$ cat src/rtl/draw_overlay_box_if.sv
// ============================================================================
// Module   : vga_if
// Purpose  : VGA timing/pixel bundle passed between drawing-chain stages.
// Revision : 1.0
// ============================================================================
`default_nettype none

interface vga_if;
  logic [10:0] hcount;
  logic [10:0] vcount;
  logic        hsync;
  logic        vsync;
  logic        hblnk;
  logic        vblnk;
  logic [11:0] rgb;

  modport vga_in  (input  hcount, vcount, hsync, vsync, hblnk, vblnk, rgb);
  modport vga_out (output hcount, vcount, hsync, vsync, hblnk, vblnk, rgb);
  modport slave   (input  hcount, vcount, hsync, vsync, hblnk, vblnk, rgb);
  modport master  (output hcount, vcount, hsync, vsync, hblnk, vblnk, rgb);
endinterface

`default_nettype wire

$ cat src/rtl/draw_overlay_box.sv
// ============================================================================
// Module   : draw_overlay_box
// Purpose  : Animated bordered box overlay: slides open top-down, then blinks
//            its border. One-cycle registered pass-through of the VGA stream.
// Revision : 1.0
// ============================================================================
`default_nettype none

module draw_overlay_box #(
  parameter int          X_START      = 400,
  parameter int          Y_START      = 200,
  parameter int          BOX_W        = 200,
  parameter int          BOX_H        = 100,
  parameter logic [2:0]  SHOW_STATE   = 3'b100,
  parameter logic [11:0] FILL_RGB     = 12'hFF0,
  parameter logic [11:0] BORDER_RGB   = 12'hF00,
  parameter int          BORDER_W     = 4,
  parameter int          REVEAL_STEP  = 4,
  parameter int          BLINK_FRAMES = 30
) (
  input  logic         clk,
  input  logic         rst,
  input  logic [2:0]   game_state,
  output logic         over_on,
  vga_if.vga_in        vga_in,
  vga_if.vga_out       vga_out
);

  localparam int c_RH_W = (BOX_H > 1) ? $clog2(BOX_H + 1) : 1;
  localparam int c_BC_W = (BLINK_FRAMES > 1) ? $clog2(BLINK_FRAMES) : 1;

  // Step is clamped to the box height so the widened sum can never wrap.
  localparam logic [c_RH_W:0]   c_STEP  = (c_RH_W + 1)'((REVEAL_STEP > BOX_H) ? BOX_H : REVEAL_STEP);
  localparam logic [c_RH_W:0]   c_BOX_H = (c_RH_W + 1)'(BOX_H);
  localparam logic [c_BC_W-1:0] c_BLINK_LAST = c_BC_W'((BLINK_FRAMES > 0) ? BLINK_FRAMES - 1 : 0);

  localparam logic [11:0] c_X_LO = 12'(X_START);
  localparam logic [11:0] c_X_HI = 12'(X_START + BOX_W);
  localparam logic [11:0] c_X_BL = 12'(X_START + BORDER_W);
  localparam logic [11:0] c_X_BR = 12'(X_START + BOX_W - BORDER_W);
  localparam logic [11:0] c_Y_LO = 12'(Y_START);
  localparam logic [11:0] c_Y_BT = 12'(Y_START + BORDER_W);
  localparam logic [11:0] c_Y_BB = 12'(Y_START + BOX_H - BORDER_W);

  localparam logic [1:0] c_IDLE   = 2'd0;
  localparam logic [1:0] c_REVEAL = 2'd1;
  localparam logic [1:0] c_SHOWN  = 2'd2;

  logic [1:0]        r_state;
  logic [c_RH_W-1:0] r_reveal_h;
  logic [c_BC_W-1:0] r_blink_cnt;
  logic              r_border_vis;
  logic              r_vblnk_d;

  logic              w_show;
  logic              w_tick;
  logic [c_RH_W:0]   w_sum;
  logic [c_RH_W-1:0] w_reveal_next;
  logic [11:0]       w_h;
  logic [11:0]       w_v;
  logic [11:0]       w_y_hi;
  logic              w_in_box;
  logic              w_border;
  logic              w_draw;
  logic [11:0]       w_rgb;

  assign w_show        = (game_state == SHOW_STATE);
  assign w_tick        = vga_in.vblnk & ~r_vblnk_d;
  assign w_sum         = {1'b0, r_reveal_h} + c_STEP;
  assign w_reveal_next = (w_sum >= c_BOX_H) ? c_BOX_H[c_RH_W-1:0] : w_sum[c_RH_W-1:0];

  assign w_h    = {1'b0, vga_in.hcount};
  assign w_v    = {1'b0, vga_in.vcount};
  assign w_y_hi = c_Y_LO + 12'(r_reveal_h);

  assign w_in_box = (w_h >= c_X_LO) && (w_h < c_X_HI) && (w_v >= c_Y_LO) && (w_v < w_y_hi);
  // Border is measured against the full box, so the bottom edge only shows once fully open.
  assign w_border = (w_h < c_X_BL) || (w_h >= c_X_BR) || (w_v < c_Y_BT) || (w_v >= c_Y_BB);
  assign w_draw   = (r_state != c_IDLE) && w_in_box && !vga_in.hblnk && !vga_in.vblnk;
  assign w_rgb    = !w_draw                  ? vga_in.rgb :
                    (w_border && r_border_vis) ? BORDER_RGB : FILL_RGB;

  always_ff @(posedge clk) begin
    if (rst) begin
      vga_out.hcount <= '0;
      vga_out.vcount <= '0;
      vga_out.hsync  <= 1'b0;
      vga_out.vsync  <= 1'b0;
      vga_out.hblnk  <= 1'b0;
      vga_out.vblnk  <= 1'b0;
      vga_out.rgb    <= '0;
      over_on        <= 1'b0;
      r_state        <= c_IDLE;
      r_reveal_h     <= '0;
      r_blink_cnt    <= '0;
      r_border_vis   <= 1'b1;
      r_vblnk_d      <= 1'b0;
    end else begin
      vga_out.hcount <= vga_in.hcount;
      vga_out.vcount <= vga_in.vcount;
      vga_out.hsync  <= vga_in.hsync;
      vga_out.vsync  <= vga_in.vsync;
      vga_out.hblnk  <= vga_in.hblnk;
      vga_out.vblnk  <= vga_in.vblnk;
      vga_out.rgb    <= w_rgb;
      over_on        <= w_draw;
      r_vblnk_d      <= vga_in.vblnk;

      // Leaving the show state wins over any frame tick in the same cycle.
      if (!w_show) begin
        r_state    <= c_IDLE;
        r_reveal_h <= '0;
      end else begin
        case (r_state)
          c_IDLE: begin
            r_state    <= c_REVEAL;
            r_reveal_h <= '0;
          end
          c_REVEAL: begin
            if (w_tick) begin
              r_reveal_h <= w_reveal_next;
              if (w_reveal_next == c_BOX_H[c_RH_W-1:0]) begin
                r_state      <= c_SHOWN;
                r_border_vis <= 1'b1;
                r_blink_cnt  <= '0;
              end
            end
          end
          c_SHOWN: begin
            if (w_tick && (BLINK_FRAMES > 0)) begin
              if (r_blink_cnt == c_BLINK_LAST) begin
                r_blink_cnt  <= '0;
                r_border_vis <= ~r_border_vis;
              end else begin
                r_blink_cnt <= r_blink_cnt + 1'b1;
              end
            end
          end
          default: r_state <= c_IDLE;
        endcase
      end
    end
  end

endmodule

`default_nettype wire
$ cat src/flat_wrapper.sv
// flat-port wrapper written by rule: the top's interface ports become plain ports
module draw_overlay_box_flat 
#(
  parameter int          X_START      = 400,
  parameter int          Y_START      = 200,
  parameter int          BOX_W        = 200,
  parameter int          BOX_H        = 100,
  parameter logic [2:0]  SHOW_STATE   = 3'b100,
  parameter logic [11:0] FILL_RGB     = 12'hFF0,
  parameter logic [11:0] BORDER_RGB   = 12'hF00,
  parameter int          BORDER_W     = 4,
  parameter int          REVEAL_STEP  = 4,
  parameter int          BLINK_FRAMES = 30
)
  (clk, rst, game_state, over_on, vga_in_hcount, vga_in_vcount, vga_in_hsync, vga_in_vsync, vga_in_hblnk, vga_in_vblnk, vga_in_rgb, vga_out_hcount, vga_out_vcount, vga_out_hsync, vga_out_vsync, vga_out_hblnk, vga_out_vblnk, vga_out_rgb);
  vga_if vga_in_i ();
  vga_if vga_out_i ();
  input  logic clk;
  input  logic rst;
  input  logic [2:0] game_state;
  output logic over_on;
  input wire logic [$bits(vga_in_i.hcount)-1:0] vga_in_hcount;
  input wire logic [$bits(vga_in_i.vcount)-1:0] vga_in_vcount;
  input wire logic [$bits(vga_in_i.hsync)-1:0] vga_in_hsync;
  input wire logic [$bits(vga_in_i.vsync)-1:0] vga_in_vsync;
  input wire logic [$bits(vga_in_i.hblnk)-1:0] vga_in_hblnk;
  input wire logic [$bits(vga_in_i.vblnk)-1:0] vga_in_vblnk;
  input wire logic [$bits(vga_in_i.rgb)-1:0] vga_in_rgb;
  output wire logic [$bits(vga_out_i.hcount)-1:0] vga_out_hcount;
  output wire logic [$bits(vga_out_i.vcount)-1:0] vga_out_vcount;
  output wire logic [$bits(vga_out_i.hsync)-1:0] vga_out_hsync;
  output wire logic [$bits(vga_out_i.vsync)-1:0] vga_out_vsync;
  output wire logic [$bits(vga_out_i.hblnk)-1:0] vga_out_hblnk;
  output wire logic [$bits(vga_out_i.vblnk)-1:0] vga_out_vblnk;
  output wire logic [$bits(vga_out_i.rgb)-1:0] vga_out_rgb;
  assign vga_in_i.hcount = vga_in_hcount;
  assign vga_in_i.vcount = vga_in_vcount;
  assign vga_in_i.hsync = vga_in_hsync;
  assign vga_in_i.vsync = vga_in_vsync;
  assign vga_in_i.hblnk = vga_in_hblnk;
  assign vga_in_i.vblnk = vga_in_vblnk;
  assign vga_in_i.rgb = vga_in_rgb;
  assign vga_out_hcount = vga_out_i.hcount;
  assign vga_out_vcount = vga_out_i.vcount;
  assign vga_out_hsync = vga_out_i.hsync;
  assign vga_out_vsync = vga_out_i.vsync;
  assign vga_out_hblnk = vga_out_i.hblnk;
  assign vga_out_vblnk = vga_out_i.vblnk;
  assign vga_out_rgb = vga_out_i.rgb;
  draw_overlay_box #(.X_START(X_START), .Y_START(Y_START), .BOX_W(BOX_W), .BOX_H(BOX_H), .SHOW_STATE(SHOW_STATE), .FILL_RGB(FILL_RGB), .BORDER_RGB(BORDER_RGB), .BORDER_W(BORDER_W), .REVEAL_STEP(REVEAL_STEP), .BLINK_FRAMES(BLINK_FRAMES)) u_core (.clk(clk), .rst(rst), .game_state(game_state), .over_on(over_on), .vga_in(vga_in_i), .vga_out(vga_out_i));
endmodule
$ cat config.mk
export PLATFORM = sky130hd
export DESIGN_NAME = draw_overlay_box_flat
export DESIGN_NICKNAME = d
export VERILOG_FILES = /design/src/rtl/draw_overlay_box_if.sv /design/src/rtl/draw_overlay_box.sv /design/src/flat_wrapper.sv
export SDC_FILE = /design/constraint.sdc
export NUM_CORES = 1
export LEC_CHECK = 0
export BUFFER_PORTS_ARGS = -buffer_cell sky130_fd_sc_hd__buf_2
export CAP_MARGIN = 20
export CORE_ASPECT_RATIO = 1.5
export CORE_UTILIZATION = 51
export CTS_CLUSTER_DIAMETER = 30
export DETAILED_ROUTE_END_ITERATION = 12
export PLACE_DENSITY = 0.79
export SETUP_SLACK_MARGIN = 0.05
export SYNTH_ARGS = -nofsm -noshare
export SYNTH_HDL_FRONTEND = slang
export SYNTH_SLANG_ARGS = --single-unit
$ cat constraint.sdc
create_clock -name clk -period 3.9 [get_ports clk]
set_clock_uncertainty 0.2 [all_clocks]
set_input_delay 0.195 -clock clk [delete_from_list [all_inputs] [get_ports clk]]
set_output_delay 0.195 -clock clk [all_outputs]
set_load 0.005 [all_outputs]
; ---- After elaboration in Yosys (flattened, before gate mapping)
; Cells that the tools add are included.
[word_totals]
regBits = 54
input_bits = 43
output_inout_bits = 39
elab_cells = 77
[classes]
n_addsub = 3
magnitude_cmp = 9
eq_ne = 9
muxes = 18
n_bitwise = 5
reduce_logical = 21
[ops]
columns = op, n
row1 = ">= comparator 11 x 9 -> 1 bit, second input constant", 2
row2 = 2-to-1 mux 5 bit, 4
row3 = 2-to-1 mux 7 bit, 2
row4 = one-hot mux 7 bit (2 select lines), 1
row5 = < comparator 11 x 12 -> 1 bit, 1
row6 = 2-to-1 mux 12 bit, 1
row7 = ">= comparator 11 x 10 -> 1 bit, second input constant", 1
row8 = ">= comparator 11 x 8 -> 1 bit, second input constant", 1
row9 = "< comparator 11 x 10 -> 1 bit, second input constant", 1
row10 = "< comparator 11 x 8 -> 1 bit, second input constant", 1
row11 = "< comparator 11 x 9 -> 1 bit, second input constant", 1
row12 = one-hot mux 5 bit (2 select lines), 1
row13 = "adder 8 x 7 -> 9 bit, first input constant", 1
row14 = "adder 7 x 3 -> 8 bit, second input constant", 1
row15 = ">= comparator 8 x 7 -> 1 bit, second input constant", 1
row16 = 2-to-1 mux 8 bit, 1
row17 = "!= test 2 x 1 -> 1 bit, second input constant", 4
row18 = "equality test 7 bit, second input constant", 1
row19 = logical AND 1 bit, 7
row20 = one-hot mux 2 bit (3 select lines), 1
row21 = AND reduction 6 bit, 1
row22 = nonzero test 2 bit, 3
row23 = "adder 5 x 1 -> 5 bit, second input constant", 1
row24 = "equality test 5 bit, second input constant", 1
row25 = 15 further kinds, 25

; ---- Longest topological paths before layout
; Gate-level depths: netlist of the first run.
[logic_depth]
ltp_word = 8
ltp_mapped = 10
depth_no_buf = 10

; ---- Worst setup path before layout of the first run
; No wires, ideal clock.
[synth_path]
kind = register -> register
start = reg u_core.r_reveal_h[4]
end = reg u_core.vga_out.rgb[4]
setup_ns = 0.058
arrival_ns = 2.143
required_time_ns = 3.642
path_slack_ns = 1.500
path_stages_with_launch = 10
path_buffers = 0
period_less_slack_ns = 2.400
path_cell_list = dfxtp_1 ha_1 xnor2_1 ha_1 a211oi_1 nand3_1 a41oi_1 o211a_1 a21boi_1 a21o_1
[synth_between]
elab_chain_cells = 7
[synth_rtl]
columns = item, line_no
row1 = "start, declared", draw_overlay_box.sv:50  ; logic [c_RH_W-1:0] r_reveal_h;
row2 = "start signal, assigned", draw_overlay_box.sv:121  ; r_reveal_h <= w_reveal_next;
row3 = adder 8 x 7 -> 9 bit, draw_overlay_box.sv:74  ; assign w_y_hi = c_Y_LO + 12'(r_reveal_h);
row4 = < comparator 11 x 12 -> 1 bit, draw_overlay_box.sv:76  ; assign w_in_box = (w_h >= c_X_LO) && (w_h < c_X_HI) && (w_v >= c_Y_LO) && (w_v < w_y_hi);
row5 = logical AND 1 bit, draw_overlay_box.sv:76
row6 = logical AND 1 bit (3 in a row), draw_overlay_box.sv:79  ; assign w_draw = (r_state != c_IDLE) && w_in_box && !vga_in.hblnk && !vga_in.vblnk;
row7 = 2-to-1 mux 12 bit, draw_overlay_box.sv:80  ; assign w_rgb = !w_draw ? vga_in.rgb :
row8 = "end signal, assigned", draw_overlay_box.sv:105  ; vga_out.rgb <= w_rgb;
row9 = "end, declared", draw_overlay_box_if.sv:18  ; modport vga_out (output hcount, vcount, hsync, vsync, hblnk, vblnk, rgb);
; No other way between the ends.
; A chain may end at the register's enable or synchronous reset.

; ---- Worst setup path in the final report of the first run
[layout_path]
start = reg u_core.r_reveal_h[3]
end = reg u_core.vga_out.rgb[7]
; The elaborated chain is that of the path after synthesis.

==> flow_metrics.env, run 1 <==
export IMPL_fillCellCount=324
export IMPL_critPathSlowestCell="dfxtp_1"
export IMPL_path_cells="ha_1 -> xnor2_1 -> ha_1 -> a211oi_1 -> nand3_1 -> a41oi_1 -> o211a_1 -> a21boi_1 -> a21o_1"
export IMPL_drtIter0Drc=63
export IMPL_die_h_um=86.8
export IMPL_ios=82
export IMPL_path_max_fanout=7
export IMPL_mostFrequentLayoutCell="buf_2"
export IMPL_port_buffers=81
export IMPL_cts_made_buffers=5
export IMPL_die_w_um=58.5
export IMPL_arrival_ns=2.88
export IMPL_synth_edf_count=0
export IMPL_clkTransAtPathRegs_ns=0.09
export IMPL_dieArea_um2=5080
export IMPL_rows=30
export IMPL_irDropWorstVdd_mv=0.175
export IMPL_viasPerCell=5.40
export IMPL_ys_ff_latch=54
export IMPL_via_count=2417
export IMPL_criticalPathCategory="flop to flop"
export IMPL_antennaDiodeCount=0
export IMPL_wirelength_mm=6.63
export IMPL_power_mw=1.08
export IMPL_ctsHtreeMaxLevel=2
export IMPL_cp_end_kind="flop"
export IMPL_netlist_instances=267
export IMPL_clock_path_buffers=2
export IMPL_multi_input_area_um2=1280
export IMPL_grt_overflow=0
export IMPL_ys_types=48
export IMPL_cts_tree="done"
export IMPL_drtPass1Iterations=4
export IMPL_gp_congestion=0.926
export IMPL_cp_top_family="compound AO/OA/AOI/OAI gates"
export IMPL_layout_common_cells="81 x buf_2, 54 x dfxtp_1, 37 x dlygate4sd3_1, 28 x nor2b_1, 21 x nor2_1"
export IMPL_start_kind="flop"
export IMPL_clock_latency_ns=0.30
export IMPL_ant_nets=0
export IMPL_grt_max_degree=35
export IMPL_nNetsFinal=442
export IMPL_slew_headroom=0.585
export IMPL_fp_coreArea_um2=4580
export IMPL_power_static_leakage_nw=1.53
export IMPL_slew_viol_final=0
export IMPL_grt_setup_unrepaired="no"
export IMPL_cap_viol_max_count=0
export IMPL_ctsHoldBuffers=37
export IMPL_finalSetupViolations=0
export IMPL_grt_pass1_vias=2372
export IMPL_worstMarginPinSlew_ns=0.622
export IMPL_ys_seq_area_frac=0.442
export IMPL_grtUsageTotal=0.272
export IMPL_initial_core_util=0.534
export IMPL_synthFlopType="dfxtp_1"
export IMPL_dp_hpwl_mm=4.12
export IMPL_setup_tns_ns=0
export IMPL_period_minus_slack_ns=2.84
export IMPL_async_flop_share=0
export IMPL_antenna_found_initial=0
export IMPL_ys_warn_count=0
export IMPL_crit_top_cell="ha_1"
export IMPL_holdCritPathClass="input pin to flop"
export IMPL_outcome="complete, no violations"
export IMPL_clock_sinks=54
export IMPL_ctsRootBufferMaster="clkbuf_8"
export IMPL_synth_avg_cell_area_um2=9.16
export IMPL_fmax_mhz=353
export IMPL_mappedNetlistArea_um2=2440
export IMPL_required_ns=3.95
export IMPL_syn_nets=326
export IMPL_cp_num_buf_inv=0
export IMPL_drc=0
export IMPL_syn2layout_area_growth_pct=37.7
export IMPL_routedWlPerCell_um=14.8
export IMPL_grt_pass1_wl_mm=10.6
export IMPL_register_area_um2=1080
export IMPL_cts_setup_buffers=0
export IMPL_final_layout_size_suffix_gt1_frac=0.253
export IMPL_min_period_over_period=0.727
export IMPL_max_stage_delay_ns=0.47
export IMPL_final_hold_violation_count=0
export IMPL_ctsResizeCount=0
export IMPL_pwr_density_cell_nw_per_um2=321
## power by group
| group | switching, mW | total [mW] | internal [mW] |
|---|---|---|---|
| clock network | 0.173 | 0.364 | 0.192 |
| registers | 0.00570 | 0.578 | 0.572 |
| logic | 0.0623 | 0.138 | 0.0755 |
## cells in the mapped netlist (2+ instances only)
master	instances	area share
a211oi_1	3	0.0092
a21o_1	8	0.025
a21oi_1	11	0.023
a31oi_1	3	0.0077
and2_1	4	0.010
and3_1	7	0.018
buf_2	2	0.0041
clkbuf_1	6	0.0092
dfxtp_1	54	0.44
ha_1	16	0.082
inv_1	10	0.015
mux2i_1	3	0.012
nand2_1	17	0.026
nand2b_1	2	0.0051
nand3_1	10	0.020
nand4_1	3	0.0077
nand4b_1	3	0.011
nor2_1	21	0.032
nor2b_1	28	0.072
nor3_1	5	0.010
nor3b_1	2	0.0061
nor4_1	2	0.0051
o2111ai_1	2	0.0072
o211a_1	2	0.0082
o211ai_1	4	0.012
o21a_1	3	0.0092
o21ai_0	12	0.025
o31ai_1	3	0.0092
xnor2_1	2	0.0072
## per-layer routing
metal  track usage  up-vias  wire, um
li1              -     1168         -
met1         0.279     1141      2470
met2         0.528       90      3710
met3        0.0403       18       278
met4         0.115        0       165
met5             0        -         0
## through the flow
step / util / worst slack, ns / instance area [um^2] / instances / hold slack, ns
floorplan: - / 1.50 / 2440 / 267 / 0.0666
global route: 0.735 / 0.935 / 3370 / 448 / 0.00243
detailed placement: 0.630 / 1.11 / 2890 / 403 / 0.197
global placement: 0.630 / 1.36 / 2890 / 403 / 0.196
finish: 0.735 / 1.06 / 3370 / 448 / 0.0113
CTS: 0.735 / 1.07 / 3370 / 448 / 0.000967
## final cells by class
class | count | area share
Multi-Input combinational cell | 194 | 0.381
Tap cell | 64 | 0.0238
Sequential cell | 54 | 0.321
Clock inverter | 2 | 0.0111
Timing Repair Buffer | 118 | 0.230
Clock buffer | 6 | 0.0216
Inverter | 10 | 0.0111
## registers in the layout, indices dropped and copies added, names as in the netlist
| name | count |
|---|---|
| u_core.vga_out.rgb | 12 |
| u_core.over_on | 1 |
| u_core.r_state | 2 |
| u_core.vga_out.vsync | 1 |
| u_core.vga_out.hblnk | 1 |
| u_core.r_blink_cnt | 5 |
| u_core.r_vblnk_d | 1 |
| u_core.vga_out.hcount | 11 |
| u_core.vga_out.vcount | 11 |
| u_core.r_border_vis | 1 |
| u_core.r_reveal_h | 7 |
| u_core.vga_out.hsync | 1 |
## worst paths after layout
path / startpoint / end / slack (ns) / cells past startpoint
hold / removal: vga_in_vcount[7] / u_core.vga_out.vcount[7] / 0.01 / 2
hold reg to reg: u_core.r_reveal_h[1] / u_core.r_reveal_h[1] / 0.29 / 1
setup / recovery: u_core.r_reveal_h[3] / u_core.vga_out.rgb[7] / 1.06 / 9
setup reg to reg: u_core.r_reveal_h[3] / u_core.vga_out.rgb[7] / 1.06 / 9
## cells by family (layout without fill, tap and decap cells)
| logic type | Yosys count | after routing | synth area share |
|---|---|---|---|
| AO/OA/AOI/OAI | 59 | 59 | 0.165 |
| multiplexers | 3 | 3 | 0.0123 |
| AND/OR/NAND/NOR | 113 | 113 | 0.254 |
| XOR/XNOR | 2 | 2 | 0.00717 |
| flip-flops | 54 | 54 | 0.442 |
| adder cells (fa/ha/maj) | 17 | 17 | 0.0860 |
| buffers and inverters | 19 | 136 | 0.0333 |
No activity file was read; power rests on OpenSTA's default activity.
==> run 2: changes to the inputs <==
--- a/config.mk
+++ b/config.mk
@@ -8,10 +8,10 @@
 export BUFFER_PORTS_ARGS = -buffer_cell sky130_fd_sc_hd__buf_2
 export CAP_MARGIN = 20
 export CORE_ASPECT_RATIO = 1.5
-export CORE_UTILIZATION = 51
+export CORE_UTILIZATION = 50
 export CTS_CLUSTER_DIAMETER = 30
 export DETAILED_ROUTE_END_ITERATION = 12
-export PLACE_DENSITY = 0.79
+export PLACE_DENSITY = 0.77
 export SETUP_SLACK_MARGIN = 0.05
 export SYNTH_ARGS = -nofsm -noshare
 export SYNTH_HDL_FRONTEND = slang
==> constraint.sdc (replaced) <==
create_clock -name clk -period 2.65 [get_ports clk]
set_clock_uncertainty 0.2 [all_clocks]
set_input_delay 0.1325 -clock clk [delete_from_list [all_inputs] [get_ports clk]]
set_output_delay 0.1325 -clock clk [all_outputs]
set_load 0.005 [all_outputs]
==> run 2 against run 1 <==
First-iteration DRC count increased by 48%. Cell count up 1.3%. Die area up 1.9%.
==> flow_metrics.env, run 2 (synthesis results as in run 1) <==
export IMPL_outcome="complete, no violations"
export IMPL_setup_tns_ns=0
export IMPL_gp_congestion=0.857
export IMPL_cp_end_kind="flop"
export IMPL_wirelength_mm=6.54
export IMPL_via_count=2379
export IMPL_required_ns=2.66
export IMPL_internal_power_mw=1.24
export IMPL_worstMarginPinSlew_ns=0.435
export IMPL_regMostFlops="u_core.vga_out.rgb"
export IMPL_start_kind="flop"
export IMPL_met2_wirelength_mm=3.58
export IMPL_multi_input_area_um2=1300
export IMPL_combPwrFrac=0.128
export IMPL_holdCritPathClass="input pin to flop"
export IMPL_antenna_found_initial=0
export IMPL_power_static_leakage_nw=1.57
export IMPL_cts_setup_buffers=0
export IMPL_ctsRootBufferMaster="clkbuf_8"
export IMPL_ios=82
export IMPL_mostFrequentLayoutCell="buf_2"
export IMPL_dieArea_um2=5180
export IMPL_finalSetupViolations=0
export IMPL_min_period_over_period=0.919
export IMPL_cts_tree="done"
export IMPL_dp_hpwl_mm=4.17
export IMPL_viasPerCell=5.24
export IMPL_seqPwrFrac=0.532
export IMPL_layout_common_cells="81 x buf_2, 54 x dfxtp_1, 38 x dlygate4sd3_1, 28 x nor2b_1, 21 x nor2_1"
export IMPL_pwr_density_cell_nw_per_um2=466
export IMPL_fmax_mhz=411
export IMPL_initial_core_util=0.530
export IMPL_arrival_ns=2.45
export IMPL_path_max_fanout=5
export IMPL_drc=0
export IMPL_largest_reg_flops=12
export IMPL_top_regs="u_core.vga_out.rgb: 12 flops, u_core.vga_out.hcount: 11 flops, u_core.vga_out.vcount: 11 flops"
export IMPL_register_area_um2=1080
export IMPL_port_buffers=81
export IMPL_cts_made_buffers=5
export IMPL_fillCellCount=334
export IMPL_drtIter0Drc=93
export IMPL_wl_met1_mm=2.52
export IMPL_clkTransAtPathRegs_ns=0.10
export IMPL_grt_max_degree=34
export IMPL_slew_viol_final=0
export IMPL_cap_viol_max_count=0
export IMPL_p_switching_uw=361
export IMPL_die_w_um=59.1
export IMPL_top_layer="met4"
export IMPL_syn2layout_area_growth_pct=40.5
export IMPL_grt_overflow=0
export IMPL_hold_path_startpoint="game_state[0]"
export IMPL_startpoint="u_core.r_reveal_h[3]"
export IMPL_p_sw_frac=0.226
export IMPL_slew_headroom=0.710
export IMPL_period_minus_slack_ns=2.44
export IMPL_grtUsageTotal=0.257
export IMPL_r2r_start="u_core.r_reveal_h[3]"
export IMPL_ant_nets=0
export IMPL_irDropWorstVdd_mv=0.269
export IMPL_power_mw=1.60
export IMPL_criticalPathCategory="flop to flop"
export IMPL_grt_pass1_wl_mm=9.97
export IMPL_nNetsFinal=448
export IMPL_routedWlPerCell_um=14.4
export IMPL_hold_ws_ns=0.108
export IMPL_grt_pass1_vias=2317
export IMPL_clockPowerShare=0.340
export IMPL_final_layout_size_suffix_gt1_frac=0.272
export IMPL_die_h_um=87.6
export IMPL_grt_setup_unrepaired="no"
export IMPL_drtPass1Iterations=4
export IMPL_antennaDiodeCount=0
export IMPL_clock_path_buffers=2
export IMPL_wl_met3_um=297
export IMPL_rows=30
export IMPL_ctsHtreeMaxLevel=2
export IMPL_clock_latency_ns=0.31
export IMPL_fp_coreArea_um2=4620
export IMPL_final_hold_violation_count=0
export IMPL_clock_sinks=54
run 2: per-stage QoR:
stage               utilization  worst slack (ns)  area (um^2)  cells
detailed placement        0.633             0.142         2920    408
finish                    0.744             0.215         3430    454
CTS                       0.740             0.132         3410    454
floorplan                     -             0.250         2440    267
global placement          0.633             0.256         2920    408
global route              0.744            0.0426         3430    454
run 2: worst max-delay path, cell delays in order (launching register included):
cell and delay [ns]:
dfxtp_1 0.32, ha_1 0.24, xnor2_1 0.14, ha_1 0.33
a211oi_2 0.19, nand3_1 0.13, a41oi_2 0.26, o21ai_2 0.12
and2_1 0.22, a21o_1 0.19
run 2: power groups by stage:
stage / combinational (mW) / sequential, mW / clock, mW
after CTS: 0.197 / 0.849 / 0.555
after floorplan: 0.0612 / 0.874 / 0
after detailed placement: 0.153 / 0.868 / 0
after global placement: 0.150 / 0.867 / 0
after global routing: 0.223 / 0.853 / 0.583
final: 0.205 / 0.850 / 0.544
run 2: timing repair:
action	CTS	global route
hold buffers	38	0
setup endpoints to repair	0	4
resized for setup	0	4
endpoints found under the hold margin	38	0
run 2: final cells by class:
class	instances	share of cell area
Clock buffer	6	0.0211
Clock inverter	2	0.0109
Inverter	10	0.0109
Multi-Input combinational cell	194	0.379
Sequential cell	54	0.315
Tap cell	64	0.0233
Timing Repair Buffer	124	0.240
run 2: worst paths after layout:
kind	slack, ns	cells past startpoint	endpoint
worst max-delay path	0.21	9	u_core.vga_out.rgb[5]
worst min-delay path	0.11	5	u_core.r_border_vis
worst max register to register	0.21	9	u_core.vga_out.rgb[5]
worst min register to register	0.29	1	u_core.r_reveal_h[0]
run 2: metal layers:
| metal | up-vias | global-route usage |
|---|---|---|
| li1 | 1180 | - |
| met1 | 1113 | 0.254 |
| met2 | 71 | 0.491 |
| met3 | 15 | 0.0487 |
| met4 | 0 | 0.132 |
| met5 | - | 0 |
